File: src/rtl/mrt_pkg.sv
// Shared types and helpers for the multi-channel memory range tracker.
package mrt_pkg;

  typedef enum logic [0:0] {
    SNAP_IDLE = 1'b0,
    SNAP_HOLD = 1'b1
  } snap_state_t;

  localparam int MAX_STRB = 64;

  // Index of the lowest (highest=0) or highest (highest=1) set strobe within width.
  function automatic int strb_index(input logic [MAX_STRB-1:0] strb, input int width,
                                    input logic highest);
    int   idx;
    logic found;
    idx   = 0;
    found = 1'b0;
    for (int i = 0; i < MAX_STRB; i++) begin
      if (i < width && strb[i] && (highest || !found)) begin
        idx   = i;
        found = 1'b1;
      end
    end
    return idx;
  endfunction

  function automatic logic [63:0] sat_add(input logic [63:0] a, input logic [63:0] b,
                                          input logic [63:0] max_val);
    logic [64:0] sum;
    sum = {1'b0, a} + {1'b0, b};
    return (sum > {1'b0, max_val}) ? max_val : sum[63:0];
  endfunction

  function automatic logic addr_lt(input logic [63:0] a, input logic [63:0] b);
    return a < b;
  endfunction

endpackage

File: src/rtl/mrt_strb_span.sv
// Per-channel byte span: lowest/highest strobed byte address and window test.
module mrt_strb_span
  import mrt_pkg::*;
#(
  parameter int                ADDR_W    = 32,
  parameter int                STRB_W    = 4,
  parameter logic [ADDR_W-1:0] WIN_BASE  = '0,
  parameter logic [ADDR_W-1:0] WIN_LIMIT = '1
) (
  input  logic              wr_en,
  input  logic [ADDR_W-1:0] addr,
  input  logic [STRB_W-1:0] strb,
  output logic              active,
  output logic              in_win,
  output logic              out_win,
  output logic [ADDR_W-1:0] lo,
  output logic [ADDR_W-1:0] hi
);

  localparam int                OFF_W    = $clog2(STRB_W);
  localparam logic [ADDR_W-1:0] OFF_MASK = ADDR_W'(STRB_W - 1);

  logic [OFF_W-1:0] lo_idx;
  logic [OFF_W-1:0] hi_idx;

  assign lo_idx = OFF_W'(strb_index(MAX_STRB'(strb), STRB_W, 1'b0));
  assign hi_idx = OFF_W'(strb_index(MAX_STRB'(strb), STRB_W, 1'b1));

  assign lo = (addr & ~OFF_MASK) | ADDR_W'(lo_idx);
  assign hi = (addr & ~OFF_MASK) | ADDR_W'(hi_idx);

  assign active  = wr_en && (|strb);
  assign in_win  = active && !addr_lt(64'(lo), 64'(WIN_BASE)) && !addr_lt(64'(WIN_LIMIT), 64'(hi));
  assign out_win = active && !in_win;

endmodule

File: src/rtl/memory_range_tracker_mc.sv
// Multi-channel write-range tracker: merges per-channel byte spans into a live
// epoch and offers a snapshot/acknowledge handshake for the dump unit.
//
// state     | meaning
// SNAP_IDLE | no unconsumed snapshot; the next snap_req is captured
// SNAP_HOLD | snapshot registers frozen until snap_ack
module memory_range_tracker_mc
  import mrt_pkg::*;
#(
  parameter int                ADDR_W        = 32,
  parameter int                NUM_CH        = 2,
  parameter int                STRB_W        = 4,
  parameter int                CNT_W         = 16,
  parameter logic [ADDR_W-1:0] WIN_BASE      = ADDR_W'(32'h0000_0000),
  parameter logic [ADDR_W-1:0] WIN_LIMIT     = ADDR_W'(32'h0000_0FFF),
  parameter bit                CLEAR_ON_SNAP = 1'b1
) (
  input  logic                     clk,
  input  logic                     soft_reset_ni,
  input  logic                     clear_i,
  input  logic [NUM_CH-1:0]        wr_en_i,
  input  logic [NUM_CH*ADDR_W-1:0] wr_addr_i,
  input  logic [NUM_CH*STRB_W-1:0] wr_strb_i,
  output logic [ADDR_W-1:0]        min_addr_o,
  output logic [ADDR_W-1:0]        max_addr_o,
  output logic                     range_valid_o,
  output logic [CNT_W-1:0]         wr_count_o,
  output logic [CNT_W-1:0]         oow_count_o,
  input  logic                     snap_req_i,
  input  logic                     snap_ack_i,
  output logic                     snap_valid_o,
  output logic [ADDR_W-1:0]        snap_min_o,
  output logic [ADDR_W-1:0]        snap_max_o,
  output logic                     snap_range_valid_o,
  output logic [CNT_W-1:0]         snap_count_o,
  output logic                     snap_overrun_o
);

  localparam logic [63:0] CNT_MAX = (64'd1 << CNT_W) - 64'd1;

  logic [NUM_CH-1:0] ch_active;
  logic [NUM_CH-1:0] ch_in;
  logic [NUM_CH-1:0] ch_oow;
  logic [ADDR_W-1:0] ch_lo [NUM_CH];
  logic [ADDR_W-1:0] ch_hi [NUM_CH];

  for (genvar k = 0; k < NUM_CH; k++) begin : g_span
    mrt_strb_span #(
      .ADDR_W   (ADDR_W),
      .STRB_W   (STRB_W),
      .WIN_BASE (WIN_BASE),
      .WIN_LIMIT(WIN_LIMIT)
    ) u_span (
      .wr_en  (wr_en_i[k]),
      .addr   (wr_addr_i[k*ADDR_W +: ADDR_W]),
      .strb   (wr_strb_i[k*STRB_W +: STRB_W]),
      .active (ch_active[k]),
      .in_win (ch_in[k]),
      .out_win(ch_oow[k]),
      .lo     (ch_lo[k]),
      .hi     (ch_hi[k])
    );
  end

  snap_state_t       state_q, state_d;
  logic              snap_accept;
  logic              restart;
  logic [ADDR_W-1:0] min_d, max_d;
  logic              valid_d;
  logic [31:0]       in_pop, oow_pop;
  logic [CNT_W-1:0]  wr_d, oow_d;

  assign snap_accept = (state_q == SNAP_IDLE) && snap_req_i;
  // An accepted snapshot may open a fresh epoch exactly like clear_i does.
  assign restart     = clear_i || (snap_accept && CLEAR_ON_SNAP);

  always_comb begin
    min_d   = restart ? '1 : min_addr_o;
    max_d   = restart ? '0 : max_addr_o;
    valid_d = restart ? 1'b0 : range_valid_o;
    in_pop  = '0;
    oow_pop = '0;
    for (int k = 0; k < NUM_CH; k++) begin
      if (ch_in[k]) begin
        if (ch_lo[k] < min_d) min_d = ch_lo[k];
        if (ch_hi[k] > max_d) max_d = ch_hi[k];
        valid_d = 1'b1;
        in_pop  = in_pop + 32'd1;
      end
      if (ch_oow[k]) oow_pop = oow_pop + 32'd1;
    end
    wr_d  = CNT_W'(sat_add(restart ? 64'd0 : 64'(wr_count_o), 64'(in_pop), CNT_MAX));
    oow_d = CNT_W'(sat_add(restart ? 64'd0 : 64'(oow_count_o), 64'(oow_pop), CNT_MAX));
  end

  always_comb begin
    state_d = state_q;
    case (state_q)
      SNAP_IDLE: if (snap_req_i) state_d = SNAP_HOLD;
      SNAP_HOLD: if (snap_ack_i) state_d = SNAP_IDLE;
      default:   state_d = SNAP_IDLE;
    endcase
  end

  assign snap_valid_o = (state_q == SNAP_HOLD);

  always_ff @(posedge clk) begin
    if (!soft_reset_ni) begin
      state_q            <= SNAP_IDLE;
      min_addr_o         <= '1;
      max_addr_o         <= '0;
      range_valid_o      <= 1'b0;
      wr_count_o         <= '0;
      oow_count_o        <= '0;
      snap_min_o         <= '1;
      snap_max_o         <= '0;
      snap_range_valid_o <= 1'b0;
      snap_count_o       <= '0;
      snap_overrun_o     <= 1'b0;
    end else begin
      state_q       <= state_d;
      min_addr_o    <= min_d;
      max_addr_o    <= max_d;
      range_valid_o <= valid_d;
      wr_count_o    <= wr_d;
      oow_count_o   <= oow_d;
      if (snap_accept) begin
        snap_min_o         <= min_addr_o;
        snap_max_o         <= max_addr_o;
        snap_range_valid_o <= range_valid_o;
        snap_count_o       <= wr_count_o;
      end
      if (state_q == SNAP_HOLD && snap_req_i) snap_overrun_o <= 1'b1;
    end
  end

endmodule

File: config.mk
export PLATFORM = sky130hd
export DESIGN_NAME = memory_range_tracker_mc
export DESIGN_NICKNAME = d
export VERILOG_FILES = /design/src/rtl/mrt_pkg.sv /design/src/rtl/mrt_strb_span.sv /design/src/rtl/memory_range_tracker_mc.sv
export SDC_FILE = /design/constraint.sdc
export NUM_CORES = 1
export LEC_CHECK = 0
export ABC_AREA = 1
export CELL_PAD_IN_SITES_DETAIL_PLACEMENT = 1
export CELL_PAD_IN_SITES_GLOBAL_PLACEMENT = 2
export CORE_MARGIN = 4
export CORE_UTILIZATION = 36
export DETAILED_ROUTE_END_ITERATION = 10
export DONT_BUFFER_PORTS = 1
export PLACE_DENSITY_LB_ADDON = 0.1
export SLEW_MARGIN = 10
export SYNTH_ARGS = -nofsm -noshare
export SYNTH_HDL_FRONTEND = slang
export SYNTH_HIERARCHICAL = 1
export SYNTH_SLANG_ARGS = --single-unit
File: constraint.sdc
create_clock -name clk -period 8 [get_ports clk]
set_input_delay 2.4 -clock clk [delete_from_list [all_inputs] [get_ports clk]]
set_output_delay 2.4 -clock clk [all_outputs]
set_load 0.1 [all_outputs]
# == After elaboration in Yosys (flattened, before gate mapping) ==
# Index checks and enable logic that the tools add are counted.
# word_totals
regBits,180
input_bits,79
out_inout_bits,180
elab_cells,98
# op_classes
n_addsub,4
magnitude_cmp,8
muxes,42
bitwise_logic,5
n_reduce_logical,28
# op_table
cell,count
32-bit two-way mux,12
32-bit by 2-bit bitwise OR with 32-bit output,4
16-bit by 32-bit adder with 33-bit output,2
33-bit by 16-bit > comparator with 1-bit output (second input constant),2
32-bit by 1-bit adder with 32-bit output (second input constant),2
32-bit > comparator,2
12-bit by 32-bit less-than comparator with 1-bit output (first input constant),2
32-bit less-than comparator,2
16-bit two-way mux,4
1-bit two-way mux,17
2-bit two-way mux,8
1-bit logical AND,14
1-bit zero test,10
4-bit OR reduction,2
3-bit nonzero test,1
1-bit case mux with 2 select lines,1
1-bit logical OR,1
1-bit NOT,1

# == Logic depth before layout (Yosys ltp) ==
# depth
word_depth,17
depth_mapped,39
depth_no_buf,34

# == Cells and area by module ==
# Netlist, hierarchy kept.
# modules_own_cells
module,instances,cells_per_inst,area_each_um2,seq_area_each_um2
memory_range_tracker_mc,1,1516,10867.9,3603.5
mrt_strb_span,2,92,585.6,0.0

# == Worst setup path after synthesis ==
# No wires, ideal clock.
# synth_timing
path_kind,input -> register
start,input port snap_req_i
end,register min_addr_o[11]
setup_time_ns,0.064
t_arrival_ns,7.068
required_ns,7.936
path_slack_ns,0.868
cell_stages,29
n_path_buf,6
cell_sequence,nand2_2 -> buf_6 -> inv_2 -> nor2_8 -> inv_2 -> buf_1 -> clkbuf_1 -> clkbuf_1 -> nor2_1 -> ha_1 -> nand4_1 -> inv_1 -> nand4_1 -> nor4_1 -> nand2_2 -> nand2_2 -> clkbuf_1 -> o21ai_0 -> o21ai_0 -> inv_1 -> ha_1 -> a21oi_1 -> nor2_1 -> a211oi_1 -> o221ai_1 -> a211oi_1 -> clkbuf_1 -> nand3_1 -> nand3_1
# synth_via
elab_chain_len,9
# synth_rtl
item,line_no,rtl
from (decl),memory_range_tracker_mc.sv:29,"input logic snap_req_i,"
1-bit logical AND *,memory_range_tracker_mc.sv:73,assign snap_accept = (state_q == SNAP_IDLE) && snap_req_i;
1-bit logical OR *,memory_range_tracker_mc.sv:75,assign restart = clear_i || (snap_accept && CLEAR_ON_SNAP);
32-bit two-way mux *,memory_range_tracker_mc.sv:78,min_d = restart ? '1 : min_addr_o;
32-bit less-than comparator,memory_range_tracker_mc.sv:85,if (ch_lo[k] < min_d) min_d = ch_lo[k];
32-bit two-way mux,memory_range_tracker_mc.sv:85,
32-bit two-way mux *,memory_range_tracker_mc.sv:84,if (ch_in[k]) begin
32-bit less-than comparator,memory_range_tracker_mc.sv:85,
32-bit two-way mux,memory_range_tracker_mc.sv:85,
32-bit two-way mux *,memory_range_tracker_mc.sv:84,
to (signal assigned),memory_range_tracker_mc.sv:122,min_addr_o <= min_d;
to (decl),memory_range_tracker_mc.sv:24,"output logic [ADDR_W-1:0] min_addr_o,"
# Every way passes the cells marked *; elsewhere a longest branch is shown, timed or not.
# A chain may end at the register's enable or synchronous reset.

# == Final worst setup path ==
# layout_timing
start,input port snap_req_i
end,register max_addr_o[0]
# layout_via
elab_chain_len,9
# layout_rtl
item,line_no,rtl
1-bit logical AND *,memory_range_tracker_mc.sv:73,
1-bit logical OR *,memory_range_tracker_mc.sv:75,
32-bit two-way mux *,memory_range_tracker_mc.sv:79,max_d = restart ? '0 : max_addr_o;
32-bit > comparator,memory_range_tracker_mc.sv:86,if (ch_hi[k] > max_d) max_d = ch_hi[k];
32-bit two-way mux,memory_range_tracker_mc.sv:86,
32-bit two-way mux *,memory_range_tracker_mc.sv:84,
32-bit > comparator,memory_range_tracker_mc.sv:86,
32-bit two-way mux,memory_range_tracker_mc.sv:86,
32-bit two-way mux *,memory_range_tracker_mc.sv:84,
to (signal assigned),memory_range_tracker_mc.sv:123,max_addr_o <= max_d;
to (decl),memory_range_tracker_mc.sv:25,"output logic [ADDR_W-1:0] max_addr_o,"
# Marked as above.

==> metrics.txt <==
outcome completed; Hold Fails Final Rpt 0; total gr overflow 0; Slew Limit Fails 0; Mapped Nets 1914; Synth Area per Inst 7.082 µm²; overall power between 2 and 2.5 mW; DIE WIDTH 190.9 µm; Most common cell on crit path nand2_1; htree depth 4; FF+latch count, synth 180; number of cell rows 66; initial antenna violation count 0; slowest CP cell ha_1; post-synthesis sequential area ratio 0.2993; combinational power share 0.075; Diodes inserted 0; relative max-transition margin 0.1951; CP Max Fanout 20; most frequent cells in the layout 301 x nand2_1, 188 x nor2_1, 180 x dfxtp_1; I/O Pins 259; setup slack after placement about 0.44 ns; GP Congestion 0.8013; synth unique cells 48; Skew-Pair Late Insertion Delay about 0.46 ns; post-DP HPWL 30160 µm; CP endpoint kind register; vias just over 10000; Peak Freq around 0.14 GHz; CP arrival between 7 and 8 ns; Req. time, crit path roughly 8.3 ns; Final Setup Violations 0; chip height ~190 µm; pin count of the biggest net entering global routing 150; reg2reg end max_addr_o[0]; Post-Synthesis Cell Area 12040 µm²; clock skew ~0.014 ns; Post-DRT Antenna Nets 0; reg2reg setup slack roughly 1.8 ns; Detailed Routing Iterations Pass 1 4; Syn. warnings 6; Net Switching just under 0.8 mW; CTS resizes 0; Vias per Instance just over 5; post-DR wirelength/cell 19.92 µm; DR iter-0 viols around 410; Post-DP Area 11600 µm²; pwr dens roughly 180 nW/µm²; WHS around 0.75 ns; Post-Layout Inst Area around 12000 µm²; Setup crit start snap_req_i; fin cells roughly 2000; # nets final between 1500 and 2000; Worst-path clk slew 0.07 ns; placed cells approximately 2000; Tmin final roughly 7.0 ns; startpoint types input port; final core utilization 0.3718; total negative slack 0 ns; postcts setup bufs 0; full die area 36430 µm²; clock group share of total power 0.403; starting density of the core 0.3672; Filler Cells Inserted between 4000 and 5000; CTS tree built; CP endpoint max_addr_o[0]; first-pass GRT wire length ~62000 µm; Num CTS Buffers 17; Root Driver clkbuf_16; total wire length about 40000 µm; Remaining DRCs 0; switching part of the total 0.3507; Largest stage delay, worst path 0.35 ns; vias in the first global route ~10000; P_int between 1 and 1.5 mW; Leak 6.205 nW; RSZ-0062 raised after global routing no; Mapped Cells 1700; Tightest Pin Transition approximately 1.2 ns; Hold Buf Count CTS 0; commonest non-fill, non-tap cell in the layout nand2_1; GRT Overall Usage 0.2186; Final period util 0.8789; Area Overhead vs Synth 1.257%; share of layout cells above drive strength 1 0.05701; IO buf count 0; worst vdd ir ~0.00016 V; Max-cap violations 0; kind of critical path in2reg; sequential share of power 0.523; worst r2r src snap_valid_o; final worst slack between 0.9 and 1 ns; clock buffer depth 2; Core Region 32780 µm²; Hold/Removal Path Class reg2reg; r2r worst-path depth 32; Sink Count 180
state kept, by name, summed over array words and instances, names as in the netlist:
signal / count
oow_count_o: 16
snap_valid_o: 1
range_valid_o: 1
wr_count_o: 16
max_addr_o: 32
min_addr_o: 32
snap_range_valid_o: 1
snap_count_o: 16
snap_max_o: 32
snap_overrun_o: 1
snap_min_o: 32
cell usage after synthesis (all sizes together):
cell	number	area, µm²
nand2	308	1176
nor2	191	743.2
inv	181	679.4
dfxtp	180	3603
o21ai	166	838.3
ha	133	1664
buf	132	1003
nand3	117	590.6
a21oi	105	525.5
clkbuf	67	251.5
o211ai	34	255.2
xor2	16	140.1
nand4	15	115.1
nor4	9	62.56
nor3	8	61.31
xnor2	7	61.31
a211oi	6	45.04
o21a	5	37.54
a31oi	3	18.77
and2	3	18.77
or2	3	18.77
a221oi	2	17.52
fa	2	40.04
nand3b	2	27.53
o21bai	2	15.01
o2111ai	1	8.760
o221a	1	11.26
o221ai	1	8.760
critical path, delay by kind of cell:
kind | cells | cell delay [ns]
compound gates | 12 | 2.19
simple gates | 11 | 1.41
buf+inv | 6 | 0.70
fa+ha+maj | 2 | 0.66
power by group through the flow:
stage | Sequential (mW) | Clock [mW] | Combinational [mW]
final | 1.16 | 0.892 | 0.165
after global routing | 1.16 | 0.951 | 0.196
after CTS | 1.16 | 0.919 | 0.168
after detailed placement | 1.18 | 0 | 0.168
after global placement | 1.18 | 0 | 0.162
after floorplan | 1.17 | 0 | 0.184
worst min-delay path by stage:
stage	from	endpoint	slack (ns)	depth (start not counted)
floorplan	range_valid_o	range_valid_o	0.91	2
global placement	min_addr_o[23]	snap_min_o[23]	0.73	3
detailed placement	min_addr_o[22]	snap_min_o[22]	0.74	3
CTS	min_addr_o[23]	snap_min_o[23]	0.76	3
global route	min_addr_o[21]	snap_min_o[21]	0.79	3
finish	min_addr_o[3]	snap_min_o[3]	0.75	3
routing by layer:
layer  global-route usage  part of all wire
met1               0.3018              0.49
met2               0.3361              0.43
met3              0.06115             0.067
met4              0.05912             0.018
met5                    0                 0
cells by family (layout without fill, tap and decap cells):
group	Yosys count	count (layout)	synth area share
and+or+nand+nor	656	656	0.2337
AOI/OAI and AO/OA	326	326	0.1480
xor gates and xnor gates	23	23	0.01673
buffers and inverters	380	241	0.1607
adders and majority gates	135	135	0.1416
DFF	180	180	0.2993
cell type report:
cell class / count / area, µm² / area share
multi-input cells: 1140 / 6528 / 0.5355
flip-flops and latches: 180 / 3603 / 0.2956
inverters: 181 / 680.7 / 0.05584
well taps: 442 / 553.0 / 0.04537
clock buffers: 18 / 439.2 / 0.03603
repair buffers: 28 / 235.2 / 0.01930
clock inverters: 14 / 151.4 / 0.01242
(Power assumes the default switching activity.)
